==> src/rtl/theremin_regs_pkg.sv <==
// Shared definitions for the theremin register bank: address map, bit indices, ID, CTRL layout.
// The SAMPLE_CNT register is built only when THEREMIN_REG_SAMPLE_CNT_EN is defined.
package theremin_regs_pkg;

  localparam int ADDR_CTRL       = 0;
  localparam int ADDR_STATUS     = 1;
  localparam int ADDR_IRQ_STATUS = 2;
  localparam int ADDR_FIFO_DATA  = 3;
  localparam int ADDR_THRESHOLD  = 4;
  localparam int ADDR_SAMPLE_CNT = 5;
  localparam int ADDR_ID         = 7;

  localparam int CTRL_ENABLE = 0;
  localparam int CTRL_IRQ_EN = 1;
  localparam int CTRL_FLUSH  = 2;

  localparam int IRQ_THRESH   = 0;
  localparam int IRQ_OVERFLOW = 1;

  localparam logic [31:0] THEREMIN_REGS_ID = 32'h54524D31;

  typedef struct packed {
    logic [28:0] user;
    logic        flush;
    logic        irq_en;
    logic        enable;
  } ctrl_t;

  function automatic logic [31:0] status_word(
    input logic [8:0] level,
    input logic       empty,
    input logic       full
  );
    return {14'd0, full, empty, 7'd0, level};
  endfunction

endpackage

==> src/rtl/theremin_sample_fifo.sv <==
// Synchronous sample FIFO with flush; head word is presented combinationally.
// Power-of-two DEPTH lets the pointers wrap naturally.
module theremin_sample_fifo #(
  parameter int DEPTH = 16,
  parameter int W     = 32
) (
  input  logic         clk,
  input  logic         rst_n,
  input  logic         push,
  input  logic         pop,
  input  logic         flush,
  input  logic [W-1:0] wdata,
  output logic [W-1:0] rdata,
  output logic [8:0]   level,
  output logic         empty,
  output logic         full
);
  localparam int PW = (DEPTH > 1) ? $clog2(DEPTH) : 1;
  localparam int LW = PW + 1;

  logic [W-1:0]  mem_q [DEPTH];
  logic [PW-1:0] wr_ptr_q, wr_ptr_d;
  logic [PW-1:0] rd_ptr_q, rd_ptr_d;
  logic [LW-1:0] level_q, level_d;
  logic          do_push, do_pop;

  assign empty   = (level_q == '0);
  assign full    = (level_q == LW'(DEPTH));
  assign level   = 9'(level_q);
  assign rdata   = mem_q[rd_ptr_q];
  assign do_pop  = pop && !empty;
  assign do_push = push && (!full || do_pop);

  always_comb begin
    wr_ptr_d = wr_ptr_q;
    rd_ptr_d = rd_ptr_q;
    level_d  = level_q;
    if (flush) begin
      wr_ptr_d = '0;
      rd_ptr_d = '0;
      level_d  = '0;
    end else begin
      if (do_push) wr_ptr_d = wr_ptr_q + 1'b1;
      if (do_pop)  rd_ptr_d = rd_ptr_q + 1'b1;
      level_d = level_q + LW'(do_push) - LW'(do_pop);
    end
  end

  always_ff @(posedge clk or negedge rst_n) begin
    if (!rst_n) begin
      wr_ptr_q <= '0;
      rd_ptr_q <= '0;
      level_q  <= '0;
    end else begin
      wr_ptr_q <= wr_ptr_d;
      rd_ptr_q <= rd_ptr_d;
      level_q  <= level_d;
    end
  end

  // Storage is not reset; contents are meaningless after reset anyway.
  always_ff @(posedge clk) begin
    if (do_push && !flush) mem_q[wr_ptr_q] <= wdata;
  end

endmodule

==> src/rtl/theremin_reg_bank.sv <==
// Register bank behind the AXI4-Lite slave: CTRL/IRQ/STATUS registers and sample FIFO.
// SAMPLE_CNT exists only when THEREMIN_REG_SAMPLE_CNT_EN is defined.
module theremin_reg_bank
  import theremin_regs_pkg::*;
#(
  parameter int C_S_AXI_DATA_WIDTH = 32,
  parameter int REG_ADDR_WIDTH     = 4,
  parameter int FIFO_DEPTH         = 16
) (
  input  logic                          S_AXI_ACLK,
  input  logic                          S_AXI_ARESETN,
  input  logic                          REG_WREN,
  input  logic [REG_ADDR_WIDTH-1:0]     REG_WR_ADDR,
  input  logic [C_S_AXI_DATA_WIDTH-1:0] REG_WR_DATA,
  input  logic                          REG_RDEN,
  input  logic [REG_ADDR_WIDTH-1:0]     REG_RD_ADDR,
  output logic [C_S_AXI_DATA_WIDTH-1:0] REG_RD_DATA,
  input  logic                          SAMPLE_VALID,
  input  logic [C_S_AXI_DATA_WIDTH-1:0] SAMPLE_DATA,
  output logic [C_S_AXI_DATA_WIDTH-1:0] CTRL_OUT,
  output logic                          IRQ
);
  ctrl_t       ctrl_q, ctrl_d;
  logic [8:0]  thresh_q, thresh_d;
  logic [1:0]  irq_st_q, irq_st_d;
  logic        irq_q, irq_d;
  logic [31:0] rd_data_q, rd_data_d;
  logic [31:0] sample_cnt;

  logic [7:0]  wr_sel, rd_sel;
  logic        flush, pop_req, push_ok, ovf_set, thr_set;
  logic [31:0] head;
  logic [8:0]  level;
  logic        empty, full;

  assign wr_sel = ((REG_WR_ADDR >> 3) == '0 && REG_WREN) ?
                  (8'd1 << REG_WR_ADDR[2:0]) : 8'd0;
  assign rd_sel = ((REG_RD_ADDR >> 3) == '0 && REG_RDEN) ?
                  (8'd1 << REG_RD_ADDR[2:0]) : 8'd0;

  assign flush   = wr_sel[ADDR_CTRL] && REG_WR_DATA[CTRL_FLUSH];
  assign pop_req = rd_sel[ADDR_FIFO_DATA];
  // A push into a full FIFO still fits when the same cycle pops the head.
  assign push_ok = SAMPLE_VALID && ctrl_q.enable && !flush &&
                   (!full || (pop_req && !empty));
  assign ovf_set = SAMPLE_VALID && ctrl_q.enable && full &&
                   !(pop_req && !empty);
  assign thr_set = (thresh_q != '0) && (level >= thresh_q);

  theremin_sample_fifo #(
    .DEPTH (FIFO_DEPTH),
    .W     (32)
  ) u_fifo (
    .clk   (S_AXI_ACLK),
    .rst_n (S_AXI_ARESETN),
    .push  (push_ok),
    .pop   (pop_req),
    .flush (flush),
    .wdata (SAMPLE_DATA),
    .rdata (head),
    .level (level),
    .empty (empty),
    .full  (full)
  );

`ifdef THEREMIN_REG_SAMPLE_CNT_EN
  logic [31:0] cnt_q, cnt_d;

  assign cnt_d      = cnt_q + 32'(push_ok);
  assign sample_cnt = cnt_q;

  always_ff @(posedge S_AXI_ACLK or negedge S_AXI_ARESETN) begin
    if (!S_AXI_ARESETN) cnt_q <= '0;
    else                cnt_q <= cnt_d;
  end
`else
  assign sample_cnt = '0;
`endif

  always_comb begin
    ctrl_d   = ctrl_q;
    thresh_d = thresh_q;
    if (wr_sel[ADDR_CTRL])      ctrl_d   = ctrl_t'(REG_WR_DATA);
    if (wr_sel[ADDR_THRESHOLD]) thresh_d = REG_WR_DATA[8:0];
    ctrl_d.flush = 1'b0;
    // Set beats a simultaneous write-one-to-clear.
    irq_st_d = irq_st_q;
    if (wr_sel[ADDR_IRQ_STATUS]) irq_st_d = irq_st_q & ~REG_WR_DATA[1:0];
    if (thr_set) irq_st_d[IRQ_THRESH]   = 1'b1;
    if (ovf_set) irq_st_d[IRQ_OVERFLOW] = 1'b1;
    irq_d = ctrl_q.irq_en && (irq_st_q != '0);
  end

  always_comb begin
    rd_data_d = rd_data_q;
    if (REG_RDEN) begin
      unique case (1'b1)
        rd_sel[ADDR_CTRL]:       rd_data_d = ctrl_q;
        rd_sel[ADDR_STATUS]:     rd_data_d = status_word(level, empty, full);
        rd_sel[ADDR_IRQ_STATUS]: rd_data_d = {30'd0, irq_st_q};
        rd_sel[ADDR_FIFO_DATA]:  rd_data_d = empty ? 32'd0 : head;
        rd_sel[ADDR_THRESHOLD]:  rd_data_d = {23'd0, thresh_q};
        rd_sel[ADDR_SAMPLE_CNT]: rd_data_d = sample_cnt;
        rd_sel[ADDR_ID]:         rd_data_d = THEREMIN_REGS_ID;
        default:                 rd_data_d = '0;
      endcase
    end
  end

  always_ff @(posedge S_AXI_ACLK or negedge S_AXI_ARESETN) begin
    if (!S_AXI_ARESETN) begin
      ctrl_q    <= '0;
      thresh_q  <= '0;
      irq_st_q  <= '0;
      irq_q     <= 1'b0;
      rd_data_q <= '0;
    end else begin
      ctrl_q    <= ctrl_d;
      thresh_q  <= thresh_d;
      irq_st_q  <= irq_st_d;
      irq_q     <= irq_d;
      rd_data_q <= rd_data_d;
    end
  end

  assign REG_RD_DATA = rd_data_q;
  assign CTRL_OUT    = ctrl_q;
  assign IRQ         = irq_q;

endmodule
==> config.mk <==
export PLATFORM = sky130hd
export DESIGN_NAME = theremin_reg_bank
export DESIGN_NICKNAME = d
export VERILOG_FILES = /design/src/rtl/theremin_regs_pkg.sv /design/src/rtl/theremin_sample_fifo.sv /design/src/rtl/theremin_reg_bank.sv
export SDC_FILE = /design/constraint.sdc
export NUM_CORES = 1
export LEC_CHECK = 0
export BUFFER_PORTS_ARGS = -buffer_cell sky130_fd_sc_hd__buf_2
export CORE_MARGIN = 2
export CORE_UTILIZATION = 27
export CTS_BUF_LIST = sky130_fd_sc_hd__clkbuf_4 sky130_fd_sc_hd__clkbuf_8 sky130_fd_sc_hd__clkbuf_16
export CTS_CLUSTER_DIAMETER = 40
export DETAILED_ROUTE_END_ITERATION = 7
export GPL_ROUTABILITY_DRIVEN = 0
export GPL_TIMING_DRIVEN = 0
export SETUP_SLACK_MARGIN = 0.5
export SYNTH_ARGS = -nofsm -noshare
export SYNTH_HDL_FRONTEND = slang
export SYNTH_SLANG_ARGS = --single-unit
==> constraint.sdc <==
create_clock -name S_AXI_ACLK -period 13.3 [get_ports S_AXI_ACLK]
set_input_delay 0 -clock S_AXI_ACLK [delete_from_list [all_inputs] [get_ports S_AXI_ACLK]]
set_output_delay 0 -clock S_AXI_ACLK [all_outputs]
set_load 0.02 [all_outputs]
==> flow_metrics.tcl, run 1 <==
set metrics [dict create \
    clock.fmax_mhz 302.5 \
    htree_num_levels 3 \
    finClkSkew_ns 0.03020 \
    cp_cell_sequence "inv_1, ha_1, nor4bb_1, o21a_4, or3_4, nor4b_2, buf_4, buf_4, buf_4" \
    ys_seq_elements 600 \
    via_per_inst 4.747 \
    yosys-top-cells-area "edfxtp_1 (65%), mux4_2 (12%), dfrtp_1 (9.3%)" \
    cts-root-buf "clkbuf_16" \
    min_to "REG_RD_DATA[1]" \
    path_class "reg -> reg" \
    clk_pin_slew_ns 0.06 \
    drt_iter0_markers 1309 \
    slowest_stage "nor4b_2" \
    cp.required_ns 13.64 \
    crit_path_end_kind "flop" \
    rrSetupSlack_ns 9.99 \
    arrival_ns 3.65 \
    r2r-end "u_fifo.mem_q[11][6]" \
    cts.sinks 600 \
    max_stage_delay_ns 0.80 \
    dp_hpwl_um 44130 \
    setup_ws_ns 9.994 \
    status "finished, final reports clean" \
    setup_violations 0 \
    clk_path_buf_depth 3 \
    synth_nets 1210 \
    io-pin-count 142 \
    holdWs_ns 0.05381 \
    crit_top_cell "buf_4" \
    cts_tree "done" \
    drive_gt1_frac 0.3812 \
    grt_setup_unrepaired "false" \
    synth_edf_count 512 \
    wire_per_inst_um 24.28 \
    maxCapViolCount 0 \
    synth_largest_area_cell "edfxtp_1" \
    hp-class "in -> reg" \
    drtAntennaViolNets 0 \
    async_flop_share 0.1467 \
    yosys_warnings 0 \
    grt-busiest-layer "met2" \
    yosys-mux-area-fraction 0.1725 \
    die_w_um 299.5 \
    port-buffer-count 139 \
    synthFlopType "edfxtp_1" \
    startpoint "u_fifo.level_q[2]" \
    totalWireLength_um 65450 \
    track_usage 0.1460 \
    power_density_nw_per_um2 186.5 \
    ys_seq_area_frac 0.7457 \
    syn_avg_cell_area_um2 21.12 \
    synth_top_cell_area_share 0.6523 \
    mostFrequentLayoutCells "edfxtp_1 (512), buf_2 (162), mux4_2 (128)" \
    p_leak_uw 0.01030 \
    gr-usage-met3 0.05117 \
    synth.distinct_cells 60 \
    grt_max_degree 61 \
    core-area_um2 86620 \
    startpoint_type "flop" \
    drc 0 \
    crit_path_max_fanout 8 \
    synth_compound_area_frac 0.02946 \
    min_from "REG_RD_ADDR[1]" \
    synth_top_family_by_area "multiplexers" \
    fin_util 0.3469 \
    period_needed_ns 3.306 \
    clk_latency_ns 0.65 \
    synth_area_um2 23570 \
    grt_first_pass_wirelength_um 93760 \
    synthAdderAreaFrac 0.009343 \
    overflow 0 \
    whs_path_depth 5 \
    finalNonFillerCells 2696 \
    ir_worst_vdd_mv 0.09924 \
    initial_core_util 0.2721 \
    fin_crit_sh 0.2485 \
    postCtsSetupBuffers 0 \
    slew_violations 0 \
    yosys.area_share.simple 0.02383 \
    row_count 108 \
    rr_worst_depth 9 \
    worst_pin_slew_ns 1.378 \
    first_pass_iters 7 \
    hold_viol_final 0 \
    pre_cts_slack_ns 10.01 \
    finalNetCount 1562 \
    relSlewSlack 0.08155 \
    die_h_um 299.5 \
    synth_xor_area_frac 0.001858 \
    dp.cells 2452 \
    vias 12797 \
    area_growth_pct 27.48 \
    grt_pass1_vias 13351 \
    timing.rr.start "u_fifo.level_q[2]" \
    fillerInstances 8034 \
    grtUsageMet2 0.2218 \
    antenna_found_initial 7 \
    netlist_instances 1116 \
    die-area_um2 89680 \
    grt_util_met1 0.1938 \
    setup_tns_ns 0 \
    final_common_cell "edfxtp_1" \
    cts_inserted_buffers 87 \
]
-- power breakdown --
part	total, uW	leakage, uW	internal (uW)	switching (uW)
clock	2250	0.00141	1350	900
sequential	2250	0.00573	2160	83.8
combinational	1110	0.00316	510	601
-- cell families after synthesis --
family,Yosys count
DFF,600
buffers and inverters,78
other,1
muxes,238
and+or+nand+nor,89
xor gates and xnor gates,5
AOI/OAI and AO/OA,88
adders and majority gates,17
-- per-stage QoR --
stage,total power (uW),instance area [um2]
6_report,5603,30050
5_1_grt,5817,30050
4_1_cts,5661,30050
2_1_floorplan,2989,23570
3_3_place_gp,3343,25710
3_5_place_dp,3384,26320
-- area by class of cell --
type | count | area [um2] | share of cell area
clock buffer | 98 | 2277 | 0.07579
antenna | 1 | 2.502 | 0.00008328
sequential | 600 | 17580 | 0.5850
tap | 1155 | 1445 | 0.04810
clock inverter | 63 | 616.8 | 0.02053
buffer | 61 | 342.8 | 0.01141
timing repair buffer | 263 | 2062 | 0.06862
multi-input combinational | 438 | 5660 | 0.1884
inverter | 17 | 63.81 | 0.002124
-- sequential cells by signal (all words and copies together) (netlist names) --
name / cells
IRQ: 1
u_fifo.wr_ptr_q: 4
REG_RD_DATA: 32
irq_st_q: 2
u_fifo.level_q: 5
CTRL_OUT: 31
u_fifo.rd_ptr_q: 4
thresh_q: 9
u_fifo.mem_q: 512
-- how the worst max path moves through the flow --
stage / endpoint / slack, ns / cells past startpoint
detailed placement: u_fifo.mem_q[11][31] / 10.01 / 9
global route: u_fifo.mem_q[11][17] / 9.89 / 9
floorplan: u_fifo.mem_q[11][0] / 8.14 / 6
finish: u_fifo.mem_q[11][6] / 9.99 / 9
CTS: u_fifo.mem_q[11][6] / 9.97 / 9
global placement: u_fifo.mem_q[11][31] / 2.91 / 6
-- timing repair --
item,CTS,global route
resized for setup,0,0
hold buffers,82,0
endpoints found under the setup margin,0,0
hold endpoints to repair,656,0
-- layer usage --
layer  wire length, um  vias up
li1                  -     5409
met1             27690     6778
met2             29610      496
met3              6253      104
met4              1815       10
met5                88        -
-- Yosys cell counts (4+ instances only) --
library cell,number
a21oi_1,8
a221oi_1,12
a222oi_1,19
and4b_1,4
buf_1,8
buf_2,23
buf_4,4
buf_6,5
clkbuf_1,18
dfrtp_1,88
edfxtp_1,512
ha_1,16
inv_1,17
mux2_2,65
mux2i_1,45
mux4_2,128
nand2_1,21
nand3_1,10
nor2_1,14
nor2b_1,4
nor3_1,7
o2111ai_1,4
o211ai_1,4
o21ai_0,17
o221ai_1,10
xnor2_1,4
-- critical path, delay by kind of cell (launching register included) --
family          cells  cell delay, ns
simple gates        3            1.37
compound gates      1            0.19
fa+ha+maj           1            0.20
flops               1            0.41
buf+inv             4            0.82
Note: power is estimated with default switching activity, not from simulation.
==> run 2: changes to the inputs <==
- clock period: 13.3 -> 2.85 ns (I/O delays scaled with it)
==> flow_metrics.tcl, run 2 (same netlist as run 1, synthesis figures left out) <==
set metrics [dict create \
    status "complete, but fails checks" \
    violations "antenna rules" \
    ir_worst_vdd_mv 0.5146 \
    finalNonFillerCells 2805 \
    first_pass_iters 5 \
    slew_violations 0 \
    timing.rr.start "u_fifo.level_q[2]" \
    grt_pass1_vias 13824 \
    crit_path_end_kind "flop" \
    totalPowerFinal_uw 27130 \
    die_h_um 299.5 \
    die_w_um 299.5 \
    startpoint "u_fifo.level_q[2]" \
    fin_util 0.3739 \
    setup_tns_ns 0 \
    crit_path_max_fanout 8 \
    cts.sinks 600 \
    clock.fmax_mhz 374.7 \
    clk_pin_slew_ns 0.05 \
    slowest_stage "or3_4" \
    maxCapViolCount 0 \
    drc 0 \
    holdWs_ns 0.02473 \
    cts_tree "done" \
    fillerInstances 7688 \
    track_usage 0.1566 \
    area_growth_pct 37.40 \
    rr_worst_depth 11 \
    antenna_found_initial 9 \
    port-buffer-count 139 \
    fin_crit_sh 0.9363 \
    finClkSkew_ns 0.02274 \
    io-pin-count 142 \
    arrival_ns 3.01 \
    clk_path_buf_depth 3 \
    rrSetupSlack_ns 0.18 \
    power_density_nw_per_um2 837.8 \
    dp_hpwl_um 43400 \
    via_per_inst 4.908 \
    max_stage_delay_ns 0.44 \
    core-area_um2 86620 \
    worst_pin_slew_ns 1.432 \
    cp_cell_sequence "inv_2, ha_4, nor4bb_4, o21a_4, or3_4, buf_12, buf_6, nor4b_4, buf_4, buf_8, buf_12" \
    grt_max_degree 53 \
    grt_first_pass_wirelength_um 100100 \
    totalWireLength_um 73350 \
    drtAntennaViolNets 1 \
    finalNetCount 1670 \
    setup_violations 0 \
    dp.cells 2444 \
    grt_setup_unrepaired "true" \
    relSlewSlack 0.03790 \
    vias 13768 \
    path_class "reg -> reg" \
    period_needed_ns 2.669 \
    crit_top_cell "buf_12" \
    die-area_um2 89680 \
    row_count 108 \
    cp.required_ns 3.19 \
    clk_latency_ns 0.63 \
    overflow 0 \
    drt_iter0_markers 1547 \
    r2r-end "u_fifo.mem_q[1][9]" \
    wire_per_inst_um 26.15 \
    drive_gt1_frac 0.4407 \
    largest_reg_flops 512 \
    final_common_cell "edfxtp_1" \
    p_leak_uw 0.01131 \
    htree_num_levels 3 \
    hp-class "in -> async" \
    initial_core_util 0.2721 \
    hold_viol_final 0 \
    cts_inserted_buffers 79 \
    top_register "u_fifo.mem_q" \
    startpoint_type "flop" \
    mostFrequentLayoutCells "edfxtp_1 (512), buf_2 (155), mux4_2 (128)" \
    cts-root-buf "clkbuf_16" \
]
run 2: layer usage:
metal,vias to the layer above,GRT usage,part of all wire
met2,710,0.2493,0.47
met1,7257,0.2034,0.40
met5,-,0,0.00093
met4,10,0.05762,0.036
li1,5636,-,-
met3,155,0.04537,0.097
run 2: what timing repair did:
| item | in CTS | in global routing |
|---|---|---|
| resized for setup | 103 | 40 |
| hold endpoints to repair | 622 | 0 |
| setup buffers | 76 | 29 |
| hold buffers | 77 | 0 |
| cloned | 17 | 7 |
| pin swaps | 13 | 17 |
| endpoints found under the setup margin | 538 | 453 |
run 2: how the worst max path moves through the flow:
stage	to	cells after the start	slack, ns
2_1_floorplan	u_fifo.mem_q[2][0]	7	-0.12
3_3_place_gp	u_fifo.mem_q[3][17]	7	-1.65
3_5_place_dp	u_fifo.level_q[4]	13	-0.22
4_1_cts	u_fifo.mem_q[8][1]	7	0.23
5_1_grt	u_fifo.level_q[4]	13	0.07
6_report	u_fifo.mem_q[1][9]	11	0.18
run 2: cell type report:
cell class              instances  area [um2]  area share
clock inverters                47       696.9     0.02152
repair buffers                375        4160      0.1285
clock buffers                 101        2166     0.06688
inverters                      17       68.82    0.002125
plain buffers                  61       417.9     0.01290
well taps                    1155        1445     0.04462
flip-flops and latches        600       17580      0.5428
diodes                          7       17.52   0.0005409
multi-input cells             442        5836      0.1802
run 2: critical path: cells and delay by family, from the launching register on:
kind            cells  cell delay [ns]
simple gates        3             0.87
compound gates      1             0.14
flops               1             0.37
buf+inv             6             0.82
fa+ha+maj           1             0.15
run 2: power breakdown:
part / switching, uW / leakage [uW] / internal, uW
combinational: 3180 / 0.00417 / 2910
clock: 3980 / 0.00141 / 6600
sequential: 385 / 0.00573 / 10100
run 2: metrics by stage:
step | worst slack, ns | area [um2]
after floorplan | -0.1232 | 23690
after global placement | -1.650 | 25830
after detailed placement | -0.2225 | 26490
after CTS | 0.2269 | 31710
after global routing | 0.06914 | 32370
final | 0.1814 | 32390
==> run 3: changes to the inputs <==
- CORE_MARGIN: 2 -> unset
==> flow_metrics.tcl, run 3 (same netlist as run 1, synthesis figures left out) <==
set metrics [dict create \
    max_stage_delay_ns 0.83 \
    cts-root-buf "clkbuf_16" \
    dp.cells 2427 \
    cts_tree "done" \
    mostFrequentLayoutCells "edfxtp_1 (512), buf_2 (151), mux4_2 (128)" \
    status "complete, but fails checks" \
    clock.fmax_mhz 378.1 \
    whs_path_depth 5 \
    clk_latency_ns 0.65 \
    power_density_nw_per_um2 844.5 \
    vias 13596 \
    die_w_um 297.5 \
    setup_ws_ns 0.2053 \
    violations "capacitance limit, slew limit" \
    area_growth_pct 34.78 \
    startpoint_type "flop" \
    grt_max_degree 60 \
    row_count 107 \
    clk_pin_slew_ns 0.06 \
    pre_cts_slack_ns -0.3636 \
    drc 0 \
    fillerInstances 7722 \
    slowest_stage "and4b_2" \
    die_h_um 297.5 \
    top_register "u_fifo.mem_q" \
    track_usage 0.1541 \
    cp_cell_sequence "inv_2, ha_4, nor4bb_4, o21a_4, or3_4, inv_8, and4b_2" \
    fin_util 0.3702 \
    hold_viol_final 0 \
    wire_per_inst_um 26.30 \
    rr_worst_depth 7 \
    totalPowerFinal_uw 26830 \
    port-buffer-count 139 \
    multi_input_area_um2 5807 \
    first_pass_iters 8 \
    htree_num_levels 3 \
    ir_worst_vdd_mv 0.4300 \
    final_common_cell "edfxtp_1" \
    fin_crit_sh 0.9280 \
    cpLargestDelayFamily "simple AND/OR/NAND/NOR gates" \
    crit_path_max_fanout 16 \
    p_leak_uw 0.01101 \
    maxCapViolCount 1 \
    cp.required_ns 3.11 \
    finalNetCount 1634 \
    path_class "reg -> reg" \
    grt_setup_unrepaired "true" \
    seq_area_um2 17580 \
    holdWs_ns 0.07671 \
    clk_path_buf_depth 3 \
    core-area_um2 85820 \
    grt_pass1_vias 13691 \
    cts.sinks 600 \
    cts_inserted_buffers 82 \
    arrival_ns 2.90 \
    grtUsageMet2 0.2416 \
    drive_gt1_frac 0.4280 \
    grt_first_pass_wirelength_um 97630 \
    finalNonFillerCells 2759 \
    relSlewSlack -0.05799 \
    grt-busiest-layer "met2" \
    worst_pin_slew_ns 1.587 \
    crit_buf_inv 2 \
    via_per_inst 4.928 \
    initial_core_util 0.2747 \
    setup_violations 0 \
    period_needed_ns 2.645 \
    crit_path_end_kind "flop" \
    totalWireLength_um 72550 \
    drt_iter0_markers 1670 \
    gr-usage-met3 0.04579 \
    overflow 0 \
    hp-class "in -> reg" \
    crit_cells 7 \
    antenna_found_initial 8 \
    slew_violations 11 \
    drtAntennaViolNets 0 \
    finClkSkew_ns 0.03139 \
    dp_hpwl_um 43180 \
    io-pin-count 142 \
    die-area_um2 88480 \
    grt_util_met1 0.2031 \
    largest_reg_flops 512 \
]
## run 3: changes by cell type in the layout (fill, tap and decap cells not counted), sizes merged
cell,change
clkbuf,-4
and4b,-1
clkdlybuf4s15,+3
clkinv,-3
clkinvlp,+7
inv,+12
bufinv,-5
diode,-2
buf,-46
dlygate4sd3,+4
## run 3: repair_timing
| action | CTS | global route |
|---|---|---|
| hold endpoints to repair | 655 | 0 |
| pin swaps | 14 | 16 |
| hold buffers | 82 | 0 |
| resized for setup | 74 | 39 |
| buffers inserted | 45 | 26 |
| cloned | 8 | 12 |
| setup endpoints to repair | 538 | 469 |
## run 3: final timing paths
path	endpoint	start	slack (ns)
hold / removal	REG_RD_DATA[1]	REG_RD_ADDR[1]	0.08
setup reg to reg	u_fifo.mem_q[9][5]	u_fifo.level_q[3]	0.21
min in group asynchronous	REG_RD_DATA[29]	S_AXI_ARESETN	0.48
max in group asynchronous	CTRL_OUT[26]	S_AXI_ARESETN	1.98
hold reg to reg	REG_RD_DATA[23]	REG_RD_DATA[23]	0.54
setup / recovery	u_fifo.mem_q[9][5]	u_fifo.level_q[3]	0.21
## run 3: final cells by class
class                   count  area share
inverters                  17    0.002245
repair buffers            337      0.1126
plain buffers              61     0.01394
multi-input cells         441      0.1828
diodes                      5   0.0003939
clock buffers              96     0.06869
flip-flops and latches    600      0.5533
clock inverters            58     0.02091
well taps                1144     0.04506
## run 3: report_power, final
part / internal, uW / switching (uW) / total [uW]
Sequential: 10100 / 418 / 10500
Clock: 6300 / 4190 / 10500
Combinational: 2760 / 3080 / 5830
Total: 19100 / 7680 / 26800
## run 3: routing by layer
layer | wire length (um) | vias to the layer above
li1 | - | 5585
met2 | 33460 | 677
met3 | 7336 | 133
met1 | 29630 | 7191
met5 | 64 | -
met4 | 2053 | 10
## run 3: stage by stage
step	area [um2]	setup TNS (ns)
global placement	25820	-475.44
detailed placement	26360	-13.16
finish	31770	0
floorplan	23690	-9.860
global route	31760	0
CTS	31010	0
## run 3: tightest hold or removal path, delay by kind of cell
family / cells / cell delay, ns
buf+inv: 1 / 0.16
mux: 1 / 0.09
compound gates: 3 / 0.41
